## src/rtl/mem_pkg.sv

```systemverilog
// mem_pkg: shared definitions for the per-core memory port.
//   mem_state_t   - port FSM encoding (IDLE, READ, WRITE, ACK)
//   DEFAULT_WIDTH - default data/address width
package mem_pkg;

  localparam int unsigned DEFAULT_WIDTH = 32;

  typedef enum logic [1:0] {
    ST_IDLE  = 2'd0,
    ST_READ  = 2'd1,
    ST_WRITE = 2'd2,
    ST_ACK   = 2'd3
  } mem_state_t;

endpackage

```

## src/rtl/sync_fifo.sv

```systemverilog
// sync_fifo: single-clock in-order FIFO used as the posted-write queue.
// Ports:
//   clk, rst_n   - clock, asynchronous active-low reset (discards contents)
//   push, din    - write an entry (caller must not push when full)
//   pop, dout    - remove head entry; dout shows the head combinationally
//   full, empty  - occupancy flags
//   count        - number of stored entries
module sync_fifo #(
  parameter int unsigned WIDTH = 8,
  parameter int unsigned DEPTH = 4
) (
  input  logic                     clk,
  input  logic                     rst_n,
  input  logic                     push,
  input  logic                     pop,
  input  logic [WIDTH-1:0]         din,
  output logic [WIDTH-1:0]         dout,
  output logic                     full,
  output logic                     empty,
  output logic [$clog2(DEPTH):0]   count
);

  localparam int unsigned AW = $clog2(DEPTH);

  logic [WIDTH-1:0] mem [DEPTH];
  logic [AW-1:0]    wr_ptr;
  logic [AW-1:0]    rd_ptr;

  always_ff @(posedge clk or negedge rst_n) begin
    if (!rst_n) begin
      wr_ptr <= '0;
      rd_ptr <= '0;
      count  <= '0;
    end else begin
      if (push) wr_ptr <= wr_ptr + 1'b1;
      if (pop)  rd_ptr <= rd_ptr + 1'b1;
      unique case ({push, pop})
        2'b10:   count <= count + 1'b1;
        2'b01:   count <= count - 1'b1;
        default: count <= count;
      endcase
    end
  end

  always_ff @(posedge clk) begin
    if (push) mem[wr_ptr] <= din;
  end

  assign dout  = mem[rd_ptr];
  assign full  = (count == (AW+1)'(DEPTH));
  assign empty = (count == '0);

endmodule

```

## src/rtl/core_mem_port.sv

```systemverilog
// core_mem_port: per-core bridge from a load/store valid/ready interface to
// one slot of the 4-core memory arbiter (level request, response pulse).
// Optional feature macro: CORE_MEM_PORT_POSTED_WRITE_EN
//   defined   - writes are posted into an in-order queue and complete at once
//   undefined - writes travel the read path with arb_wren=1; wq_count is 0
// Ports:
//   clk, rst_n                        - clock, async active-low reset
//   core_valid/we/addr/wdata          - core request (held until core_ready)
//   core_ready, core_rdata            - completion pulse, read data
//   arb_request/wren/address/data_write - registered arbiter request
//   arb_response, arb_data_read       - arbiter completion pulse, read data
//   wq_count                          - write-queue occupancy
//   timeout_err                       - sticky request watchdog flag
module core_mem_port
  import mem_pkg::*;
#(
  parameter int unsigned WIDTH    = DEFAULT_WIDTH,
  parameter int unsigned WQ_DEPTH = 4,
  parameter int unsigned TIMEOUT  = 64
) (
  input  logic                      clk,
  input  logic                      rst_n,
  input  logic                      core_valid,
  input  logic                      core_we,
  input  logic [WIDTH-1:0]          core_addr,
  input  logic [WIDTH-1:0]          core_wdata,
  output logic                      core_ready,
  output logic [WIDTH-1:0]          core_rdata,
  output logic                      arb_request,
  output logic                      arb_wren,
  output logic [WIDTH-1:0]          arb_address,
  output logic [WIDTH-1:0]          arb_data_write,
  input  logic                      arb_response,
  input  logic [WIDTH-1:0]          arb_data_read,
  output logic [$clog2(WQ_DEPTH):0] wq_count,
  output logic                      timeout_err
);

  localparam int unsigned CNT_W = $clog2(TIMEOUT + 1);
  localparam logic [CNT_W-1:0] TMO_C = CNT_W'(TIMEOUT);

  mem_state_t       state, state_d;
  logic             req_d, wren_d, ready_d, err_d;
  logic [WIDTH-1:0] addr_d, wdata_d, rdata_d;
  logic [CNT_W-1:0] wdog_cnt, cnt_d;

`ifdef CORE_MEM_PORT_POSTED_WRITE_EN
  logic               wq_push, wq_pop, wq_full, wq_empty;
  logic [2*WIDTH-1:0] wq_head;

  // core_ready gating stops a just-completed write from being pushed twice
  assign wq_push = core_valid & core_we & ~wq_full & ~core_ready;
  assign wq_pop  = (state == ST_WRITE) & arb_response;

  sync_fifo #(
    .WIDTH (2*WIDTH),
    .DEPTH (WQ_DEPTH)
  ) u_wq (
    .clk   (clk),
    .rst_n (rst_n),
    .push  (wq_push),
    .pop   (wq_pop),
    .din   ({core_addr, core_wdata}),
    .dout  (wq_head),
    .full  (wq_full),
    .empty (wq_empty),
    .count (wq_count)
  );
`else
  assign wq_count = '0;
`endif

  always_comb begin
    state_d = state;
    req_d   = arb_request;
    wren_d  = arb_wren;
    addr_d  = arb_address;
    wdata_d = arb_data_write;
    rdata_d = core_rdata;
    ready_d = 1'b0;

    unique case (state)
      ST_IDLE: begin
`ifdef CORE_MEM_PORT_POSTED_WRITE_EN
        // Queue drains before any read so reads observe earlier stores.
        if (!wq_empty) begin
          state_d = ST_WRITE;
          req_d   = 1'b1;
          wren_d  = 1'b1;
          addr_d  = wq_head[2*WIDTH-1:WIDTH];
          wdata_d = wq_head[WIDTH-1:0];
        end else if (core_valid && !core_we && !core_ready) begin
          state_d = ST_READ;
          req_d   = 1'b1;
          wren_d  = 1'b0;
          addr_d  = core_addr;
          wdata_d = '0;
        end
`else
        if (core_valid && !core_ready) begin
          state_d = ST_READ;
          req_d   = 1'b1;
          wren_d  = core_we;
          addr_d  = core_addr;
          wdata_d = core_wdata;
        end
`endif
      end
      ST_READ: begin
        if (arb_response) begin
          state_d = ST_ACK;
          req_d   = 1'b0;
          wren_d  = 1'b0;
          addr_d  = '0;
          wdata_d = '0;
          ready_d = 1'b1;
          // read data is kept until the next read, not overwritten by writes
          if (!arb_wren) rdata_d = arb_data_read;
        end
      end
      ST_WRITE: begin
        if (arb_response) begin
          state_d = ST_ACK;
          req_d   = 1'b0;
          wren_d  = 1'b0;
          addr_d  = '0;
          wdata_d = '0;
        end
      end
      ST_ACK: state_d = ST_IDLE;
    endcase

`ifdef CORE_MEM_PORT_POSTED_WRITE_EN
    if (wq_push) ready_d = 1'b1;
`endif

    // Counter tracks the registered request, so it equals the number of
    // request cycles so far including the current one.
    if (!req_d)                cnt_d = '0;
    else if (wdog_cnt != TMO_C) cnt_d = wdog_cnt + 1'b1;
    else                       cnt_d = wdog_cnt;
    err_d = timeout_err | (req_d && (cnt_d == TMO_C));
  end

  always_ff @(posedge clk or negedge rst_n) begin
    if (!rst_n) begin
      state          <= ST_IDLE;
      arb_request    <= 1'b0;
      arb_wren       <= 1'b0;
      arb_address    <= '0;
      arb_data_write <= '0;
      core_ready     <= 1'b0;
      core_rdata     <= '0;
      wdog_cnt       <= '0;
      timeout_err    <= 1'b0;
    end else begin
      state          <= state_d;
      arb_request    <= req_d;
      arb_wren       <= wren_d;
      arb_address    <= addr_d;
      arb_data_write <= wdata_d;
      core_ready     <= ready_d;
      core_rdata     <= rdata_d;
      wdog_cnt       <= cnt_d;
      timeout_err    <= err_d;
    end
  end

endmodule

```

## config.mk

```make
export PLATFORM = sky130hd
export DESIGN_NAME = core_mem_port
export DESIGN_NICKNAME = d
export VERILOG_FILES = /design/src/rtl/mem_pkg.sv /design/src/rtl/sync_fifo.sv /design/src/rtl/core_mem_port.sv
export SDC_FILE = /design/constraint.sdc
export NUM_CORES = 1
export LEC_CHECK = 0
export CAP_MARGIN = 20
export CORE_MARGIN = 2
export CORE_UTILIZATION = 38
export DETAILED_ROUTE_END_ITERATION = 8
export HOLD_SLACK_MARGIN = 0.1
export PLACE_DENSITY = 0.79
export SYNTH_ARGS = -nofsm -noshare
export SYNTH_HDL_FRONTEND = slang
export SYNTH_HIERARCHICAL = 1
export SYNTH_SLANG_ARGS = --single-unit
```

## constraint.sdc

```tcl
create_clock -name clk -period 4.7 [get_ports clk]
set_input_delay 0.47 -clock clk [delete_from_list [all_inputs] [get_ports clk]]
set_output_delay 0.47 -clock clk [all_outputs]
set_load 0.02 [all_outputs]
```

==> results.py <==
metrics = {
    "placed_design": {
        "placed_area_um2": 6280,
        "dpl.hpwl_um": 7590,
        "place_worst_setup_slack_ps": 2070,
        "numPlacedInstances": 615,
        "gpl.final_weighted_congestion": 0.795,
        "place.port_buffers": 200,
    },
    "routing": {
        "drtIter0Drc": 106,
        "drc": 0,
        "drt_pass1_iterations": 4,
        "route.antenna.remaining_nets": 0,
        "num_vias": 3103,
        "routed_wire_length_per_instance_um": 16.4,
        "wirelength_routed_um": 10400,
        "vias_per_cell": 4.91,
    },
    "final_layout": {
        "finalCoreUtilization": 0.604,
        "antenna_cells_inserted": 0,
        "syn_to_final_growth_pct": 55.7,
        "nets": 594,
        "drive_above_1_share": 0.114,
        "post-route-cell-area_um2": 6520,
        "layout.filler_cells": 875,
        "post_layout_nonfiller_instances": 632,
    },
    "grt": {
        "grt_start_max_net_pins": 69,
        "first_global_vias": 3114,
        "grt.total_usage": 0.171,
        "antenna_found_initial": 0,
        "globalRoute.totalOverflow": 0,
        "grt_first_pass_wirelength_um": 15600,
    },
    "synthesis": {
        "syn_area_per_cell_um2": 14.4,
        "synth_area_leader_cell": "sky130_fd_sc_hd__dfrtp_1",
        "netlist_top_cells_area": "sky130_fd_sc_hd__dfrtp_1 (65%), sky130_fd_sc_hd__a22o_1 (13%), sky130_fd_sc_hd__mux2_2 (8.3%), sky130_fd_sc_hd__ha_1 (1.8%), sky130_fd_sc_hd__buf_2 (1.2%)",
        "synth_cells": 291,
        "synth.cell_area_um2": 4190,
        "synth.yosys.seq_area_share": 0.651,
        "synth_commonest_cells": "sky130_fd_sc_hd__dfrtp_1 (109), sky130_fd_sc_hd__a22o_1 (62), sky130_fd_sc_hd__mux2_2 (31), sky130_fd_sc_hd__buf_2 (10), sky130_fd_sc_hd__nor2_1 (8)",
        "proportion_of_synthesized_flip_flops_having_asynchronous_set_or_reset": 1.00,
        "yosys_warnings": 6,
        "yosys_most_used_dff": "sky130_fd_sc_hd__dfrtp_1",
        "synth_top_cell_area_share": 0.651,
        "number_of_flops_mapped_to_enable_cells_by_yosys": 0,
        "post-synth-top-count-cell": "sky130_fd_sc_hd__dfrtp_1",
        "ys_ff_latch": 109,
        "ys_types": 35,
    },
    "timing": {
        "finalWorstSetupSlack_ps": 2340,
        "max-slew-margin-rel": 0.554,
        "clock-skew-final_ps": 10.1,
        "finalHoldViolations": 0,
        "worst-slew-pin-transition_ps": 669,
        "final_max_slew_viol_count": 0,
        "report.final.setup_viol": 0,
        "final_min_period_over_clock_period": 0.503,
        "clock.fmax_ghz": 0.423,
        "final.setup.tns_ps": 0,
        "post_route_minimum_period_ps": 2360,
        "final.hold.worst_slack_ps": 120,
        "grt_setup_unrepaired": "false",
    },
    "clock_network": {
        "htree_num_levels": 3,
        "cts.hold.buffers_added": 0,
        "clock-root-buffer": "sky130_fd_sc_hd__clkbuf_8",
        "clk_pin_slew_worst_paths_ps": 100,
        "cts_repair_resize_count": 0,
        "cts_inserted_buffers": 9,
        "cts.repair_timing.setup_buffer_count": 0,
        "clock_sinks": 109,
        "worstSkewPairLatency_ps": 370,
        "clk_path_buf_depth": 2,
        "tritoncts": "yes",
    },
    "power": {
        "ir_worst_vdd_mv": 0.377,
        "p_leak_nw": 2.85,
        "finalPower_mw": 4.59,
        "power-per-cell-area_nw_per_um2": 703,
    },
    "floorplan": {
        "placement_rows": 38,
        "die_area_um2": 11900,
        "ios": 204,
        "start_util": 0.388,
        "floorplan.core_area_um2": 10800,
        "dieHeight_um": 109,
        "die-width_um": 109,
    },
    "flow_run": {
        "timing.max_cap.violations": 0,
    },
    "worst_setup_path": {
        "worst_path_arrival_ps": 2660,
        "worst_r2r_endpoint": "arb_data_write[19]$_DFFE_PN0P_",
        "worst_setup_path_end_kind": "flip-flop",
        "cp_data_required_time_ps": 5000,
        "reg2regPathDepth": 6,
        "startpoint_type": "flip-flop",
        "timing.setup.critical_path_class": "reg2reg",
        "critical_path_peak_fanout": 36,
        "worst_r2r_startpoint": "state[0]$_DFFE_PN0P_",
        "r2r_slack_ps": 2340,
    },
    "min_path": {
        "hold_class": "in2async",
    },
    "run_status": {
        "status": "completed",
    },
}
-- worst max-delay path: stages, from the launching register on --
cell	delay, ps
sky130_fd_sc_hd__dfrtp_1	430
sky130_fd_sc_hd__inv_1	60
sky130_fd_sc_hd__ha_1	340
sky130_fd_sc_hd__a21oi_1	180
sky130_fd_sc_hd__nor2b_4	590
sky130_fd_sc_hd__buf_4	460
sky130_fd_sc_hd__a22o_1	210
-- how the worst max path moves through the flow --
stage / depth (start not counted) / slack, ps / end / start
floorplan: 7 / 2870 / arb_address[14]$_DFFE_PN0P_ / state[0]$_DFFE_PN0P_
global placement: 6 / 2130 / arb_data_write[6]$_DFFE_PN0P_ / core_valid
detailed placement: 6 / 2070 / arb_data_write[19]$_DFFE_PN0P_ / core_valid
CTS: 5 / 2300 / arb_address[30]$_DFFE_PN0P_ / state[0]$_DFFE_PN0P_
global route: 6 / 2150 / arb_data_write[19]$_DFFE_PN0P_ / state[0]$_DFFE_PN0P_
finish: 6 / 2340 / arb_data_write[19]$_DFFE_PN0P_ / state[0]$_DFFE_PN0P_
-- layer usage --
layer | part of all wire | GRT usage | up-vias
met1 | 0.41 | 0.219 | 1508
met3 | 0.099 | 0.0472 | 13
met4 | 0.017 | 0.0696 | 0
met5 | 0 | 0 | -
met2 | 0.48 | 0.275 | 143
li1 | - | - | 1439
-- layout by cell type, fill, tap and decap left out, types with 2 or more instances in the layout --
master and count:
sky130_fd_sc_hd__dfrtp_1 109, sky130_fd_sc_hd__clkbuf_8 10, sky130_fd_sc_hd__inv_1 5, sky130_fd_sc_hd__nand3_1 2, sky130_fd_sc_hd__nand2b_1 5, sky130_fd_sc_hd__a22o_1 62
sky130_fd_sc_hd__conb_1 3, sky130_fd_sc_hd__mux2_2 31, sky130_fd_sc_hd__nor3_1 2, sky130_fd_sc_hd__ha_1 6, sky130_fd_sc_hd__nor2_1 8, sky130_fd_sc_hd__buf_4 4
sky130_fd_sc_hd__xnor2_1 3, sky130_fd_sc_hd__o21ai_0 4, sky130_fd_sc_hd__clkdlybuf4s50_1 199, sky130_fd_sc_hd__mux2i_1 2, sky130_fd_sc_hd__nand2_1 7, sky130_fd_sc_hd__clkinvlp_4 2
sky130_fd_sc_hd__xor2_1 2, sky130_fd_sc_hd__and3_1 2, sky130_fd_sc_hd__bufinv_16 2, sky130_fd_sc_hd__a21oi_1 5
-- logic make-up after synthesis --
| group | share of synthesized area |
|---|---|
| compound gates | 0.148 |
| buf+inv | 0.0343 |
| other cells | 0.000895 |
| mux | 0.0908 |
| flops | 0.651 |
| fa+ha+maj | 0.0179 |
| xor+xnor | 0.0105 |
| simple gates | 0.0463 |
-- flip-flops by register name, indices dropped and copies added, names as in the netlist --
signal	count
core_ready	1
wdog_cnt	7
core_rdata	32
timeout_err	1
arb_address	32
arb_wren	1
arb_request	1
state	2
arb_data_write	32
-- report_power, final --
| part | leakage, nW | internal (mW) | switching (mW) |
|---|---|---|---|
| Sequential | 1.37 | 1.34 | 0.224 |
| Clock | 0.106 | 0.316 | 0.307 |
| Combinational | 1.37 | 1.22 | 1.18 |
| Total | 2.85 | 2.88 | 1.71 |
-- layout make-up --
class / count / area, um^2 / area share
tap: 140 / 175 / 0.0269
clock inverter: 5 / 83.8 / 0.0129
sequential: 109 / 2730 / 0.418
inverter: 5 / 18.8 / 0.00288
multi-input combinational: 158 / 1340 / 0.205
timing repair buffer: 204 / 2040 / 0.313
clock buffer: 11 / 141 / 0.0217
(Power assumes the default switching activity.)
==> RTL change 1: new RTL, config.mk and constraints unchanged <==
Add a define of `CORE_MEM_PORT_POSTED_WRITE_EN`.
--- a/src/rtl/core_mem_port.sv
+++ b/src/rtl/core_mem_port.sv
@@ -11,6 +11,8 @@
 //   arb_response, arb_data_read       - arbiter completion pulse, read data
 //   wq_count                          - write-queue occupancy
 //   timeout_err                       - sticky request watchdog flag
+`define CORE_MEM_PORT_POSTED_WRITE_EN
+
 module core_mem_port
   import mem_pkg::*;
 #(
Behaviour: not the same (Yosys sat finds a counterexample within 4 cycles, from zero or initial values and one cycle with rst_n low).
==> RTL change 1 against the unedited design <==
Worst setup slack got worse by 0.41 ns; wire length increased to 2.9 times the old value; sequential cell count increased by 263; via count increased by 140%; synthesized area increased to 3.4 times the old value; non-clock buffer count increased by 11; clock skew increased by 0.011 ns; final area increased to 2.8 times the old value; sequential share of layout area increased by 16 points; synthesized cell count increased to 2.5 times the old value; final cell count increased by 140%; power increased to 2.6 times the old value; critical endpoint is now arb_address[20].
==> RTL change 1: results (changes against the unedited design) <==
run_status:
  run_status: "complete, no violations"
worst_setup_path:
  cp_slowest_stage_delay_ns: 0.67  # +0.08 ns
  cpMaxStageDelayCell: "a311o_2"
  cp_top_family: "compound AO/OA/AOI/OAI gates"
  r2r_cells: 7  # +1
  crit_fanout: 46  # +28%
  r2r-end: "arb_address[20]"
synthesis:
  syn-instance-count: 730  # +150%
  synth_xor_xnor_area_share_pct: 0.727  # -0.32 points
  synthDistinctLibCells: 41  # +17%
  synth-main-ff-cell: "edfxtp_1"
  ys_seq_area_share_pct: 73.3  # +8.2 points
  async_flop_share_pct: 31.2  # -69 points
  synthTopCellsByArea: "edfxtp_1 53%, dfrtp_1 20%, mux4_2 10%"
  synthTopCellsByCount: "256 x edfxtp_1, 116 x dfrtp_1, 64 x mux4_2"
  synth-edff-count: 256  # +256
  synth_mux_area_share_pct: 14.8  # +5.7 points
final_layout:
  n_fill_cell: 3156  # +260%
  seq_share_pct: 57.9  # +16 points
  multi_input_gates: 303  # +92%
  nClkBuffers: 50  # +39
  regArea_sq_um: 10600  # +290%
  area_share_clock_buf_inv_pct: 7.02  # +3.6 points
  n_antenna_cell: 1  # +1
  drive_gt1_share_pct: 21.4  # +10 points
placement:
  hpwl_microns: 17000  # +120%
  placed_area_sq_um: 16900  # +170%
  io_buffers: 203  # +1.5%
  placedCellCount: 1412  # +130%
  pre_cts_ws_ns: 1.69  # -0.373 ns
cts:
  htreeDepth: 2  # -1
  numCtsBuffers: 40  # +31
  clk_root_buffer_cell: "clkbuf_16"
  clk_latency_ns: 0.55  # +0.18 ns
  clock_sinks: 372  # +240%
routing:
  vias: 7438  # +140%
  wl_microns: 29800  # +190%
  top_layer: "met5"
  wl_met2_microns: 14400  # +190%
  m1WireLength_microns: 13000  # +210%
  drt_iter0_markers: 387  # +270%
  wl_met3_microns: 1930  # +88%
  routedWlPerCell_microns: 20.1  # +22%
power:
  p_leak_nw: 6.50  # +130%
  irDropWorstVdd_mv: 0.464  # +23%
global_route:
  grt_pass1_vias: 8039  # +160%
  grt_use_met3_pct: 4.07  # -0.65 points
  grt_use_met2_pct: 26.0  # -1.4 points
  antenna_found_initial: 2  # +2
  grt_max_degree: 85  # +23%
  grt_pass1_wl_microns: 46400  # +200%
min_path:
  hold_path.class: "flop to flop"
floorplanning:
  nWellTaps: 511  # +270%
[RTL change 1: changes by cell type in the layout (fill, tap and decap cells not counted), moves of 9 or more]
cell	unedited run	this run
a22o_1	62	32
clkbuf_16	0	41
clkbuf_8	10	1
edfxtp_1	0	256
inv_1	5	14
mux2i_1	2	34
mux4_2	0	64
nand2_1	7	39
o31ai_2	0	32
[RTL change 1: worst max path at each step]
stage | endpoint | slack [ns] | cells after the start | from
after floorplan | u_wq/mem[0][0] | 1.17 | 4 | u_wq/count[1]
after global placement | arb_data_write[24] | 1.77 | 5 | core_valid
after detailed placement | arb_address[20] | 1.69 | 6 | arb_response
after CTS | arb_address[20] | 1.85 | 7 | state[0]
after global routing | arb_address[17] | 1.66 | 7 | state[0]
final | arb_address[20] | 1.92 | 7 | state[0]
[RTL change 1: where the power goes]
part / switching [W] / internal, W
clock network: 0.00124 / 0.00184
logic: 0.00221 / 0.00205
registers: 0.000463 / 0.00418
==> RTL change 2: new RTL, same settings <==
Made on the original files. `arb_address`, `arb_data_write` and `core_rdata` no longer have a reset.
--- a/src/rtl/core_mem_port.sv
+++ b/src/rtl/core_mem_port.sv
@@ -147,24 +147,24 @@
       state          <= ST_IDLE;
       arb_request    <= 1'b0;
       arb_wren       <= 1'b0;
-      arb_address    <= '0;
-      arb_data_write <= '0;
       core_ready     <= 1'b0;
-      core_rdata     <= '0;
       wdog_cnt       <= '0;
       timeout_err    <= 1'b0;
     end else begin
       state          <= state_d;
       arb_request    <= req_d;
       arb_wren       <= wren_d;
-      arb_address    <= addr_d;
-      arb_data_write <= wdata_d;
       core_ready     <= ready_d;
-      core_rdata     <= rdata_d;
       wdog_cnt       <= cnt_d;
       timeout_err    <= err_d;
     end
   end
 
+  always_ff @(posedge clk) begin
+    arb_address    <= addr_d;
+    arb_data_write <= wdata_d;
+    core_rdata     <= rdata_d;
+  end
+
 endmodule
 
Function: changed (a bounded check fails within 4 cycles, from zero or initial values and one cycle with rst_n low).
==> RTL change 2 against the unedited design <==
Hold slack gained 0.35 ns; sequential cell count is the same; synthesized area shrank 3.0%; largest power group unchanged; wire length shrank 11%; first-iteration DRC count grew 2.8%; critical endpoint is now arb_data_write[0]; worst setup slack lost 0.17 ns; final area shrank 1.6%; clock power shrank 10%; highest routed layer unchanged; largest cell class unchanged; core utilization grew 1.5 points; power shrank 10%; synthesized cell count shrank 16%.
==> RTL change 2: results (changes against the unedited design) <==
worst_setup_path:
  r2r_slack_ns: 2.16  # -0.17 ns
  cp-endpoint: "arb_data_write[0]"
  crit_arrival_ns: 2.53  # -0.13 ns
  cp_slowest_stage_delay_ns: 0.63  # +0.04 ns
  cpMaxStageDelayCell: "buf_4"
final_layout:
  inverters: 6  # +1
  buffer_area_share_pct: 31.5  # +0.22 points
  regArea_sq_um: 3210  # +18%
  multi_input_area_share_pct: 12.5  # -8.0 points
  n_fill_cell: 827  # -5.5%
  multi_input_gates: 121  # -23%
  final_nets: 557  # -6.2%
  buffers_excl_clock: 203  # -0.49%
  finalNonFillerCells: 591  # -6.5%
  area_share_clock_buf_inv_pct: 3.06  # -0.39 points
  utilization_pct: 61.9  # +1.5 points
  drive_gt1_share_pct: 4.84  # -6.5 points
global_route:
  grt_pass1_wl_microns: 13500  # -14%
  grt_max_degree: 66  # -4.3%
  grt_use_met3_pct: 4.00  # -0.73 points
  grt_pass1_vias: 2635  # -15%
synthesis:
  synthTopCellsByCount: "96 x edfxtp_1, 66 x nor2b_1, 13 x dfrtp_1"
  synthDistinctLibCells: 30  # -14%
  syn_avg_cell_area_sq_um: 16.7  # +16%
  netlist.area_leader.share_pct: 71.0  # +5.9 points
  ys_seq_area_share_pct: 79.0  # +14 points
  async_flop_share_pct: 11.9  # -88 points
  synth-main-ff-cell: "edfxtp_1"
power:
  p_leak_nw: 2.32  # -19%
  seq_cell_power_w: 0.00173  # +10%
  irDropWorstVdd_mv: 0.515  # +37%
  p_per_area_nw_per_um2: 639  # -9.0%
  net-switching-power_w: 0.00147  # -14%
placement:
  placed_area_sq_um: 6230  # -0.84%
  hpwl_microns: 6940  # -8.6%
  placedCellCount: 575  # -6.5%
  gp_congestion: 0.733  # -7.7%
sta:
  hold_slack_ns: 0.474  # +0.353 ns
  worstMarginPinSlew_ns: 0.705  # +0.0358 ns
run_status:
  run_status: "complete, no violations"
RTL change 2: changes by cell type in the layout (fill, tap and decap cells not counted), sizes merged, moves of 3 or more:
cell    change
dfrtp      -96
edfxtp     +96
nor2b      +64
a22o       -62
mux2       -32
nand2b      -5
clkinv      +3
inv         +3
nand2       -3
RTL change 2: metal layers:
metal / vias up / wire [microns]
met5: - / 0
met4: 0 / 188
met3: 12 / 719
met2: 126 / 4760
met1: 1207 / 3570
li1: 1261 / -
RTL change 2: logic make-up after synthesis:
kind of cell             after synthesis  share of synthesized area [%]
AND/OR/NAND/NOR                       93                           14.0
multiplexers                           2                          0.493
AO/OA/AOI/OAI                         12                           1.76
flip-flops                           109                           79.0
adder cells (fa/ha/maj)                6                           1.85
buffers and inverters                 16                           1.76
XOR/XNOR                               5                           1.08
other                                  1                         0.0923
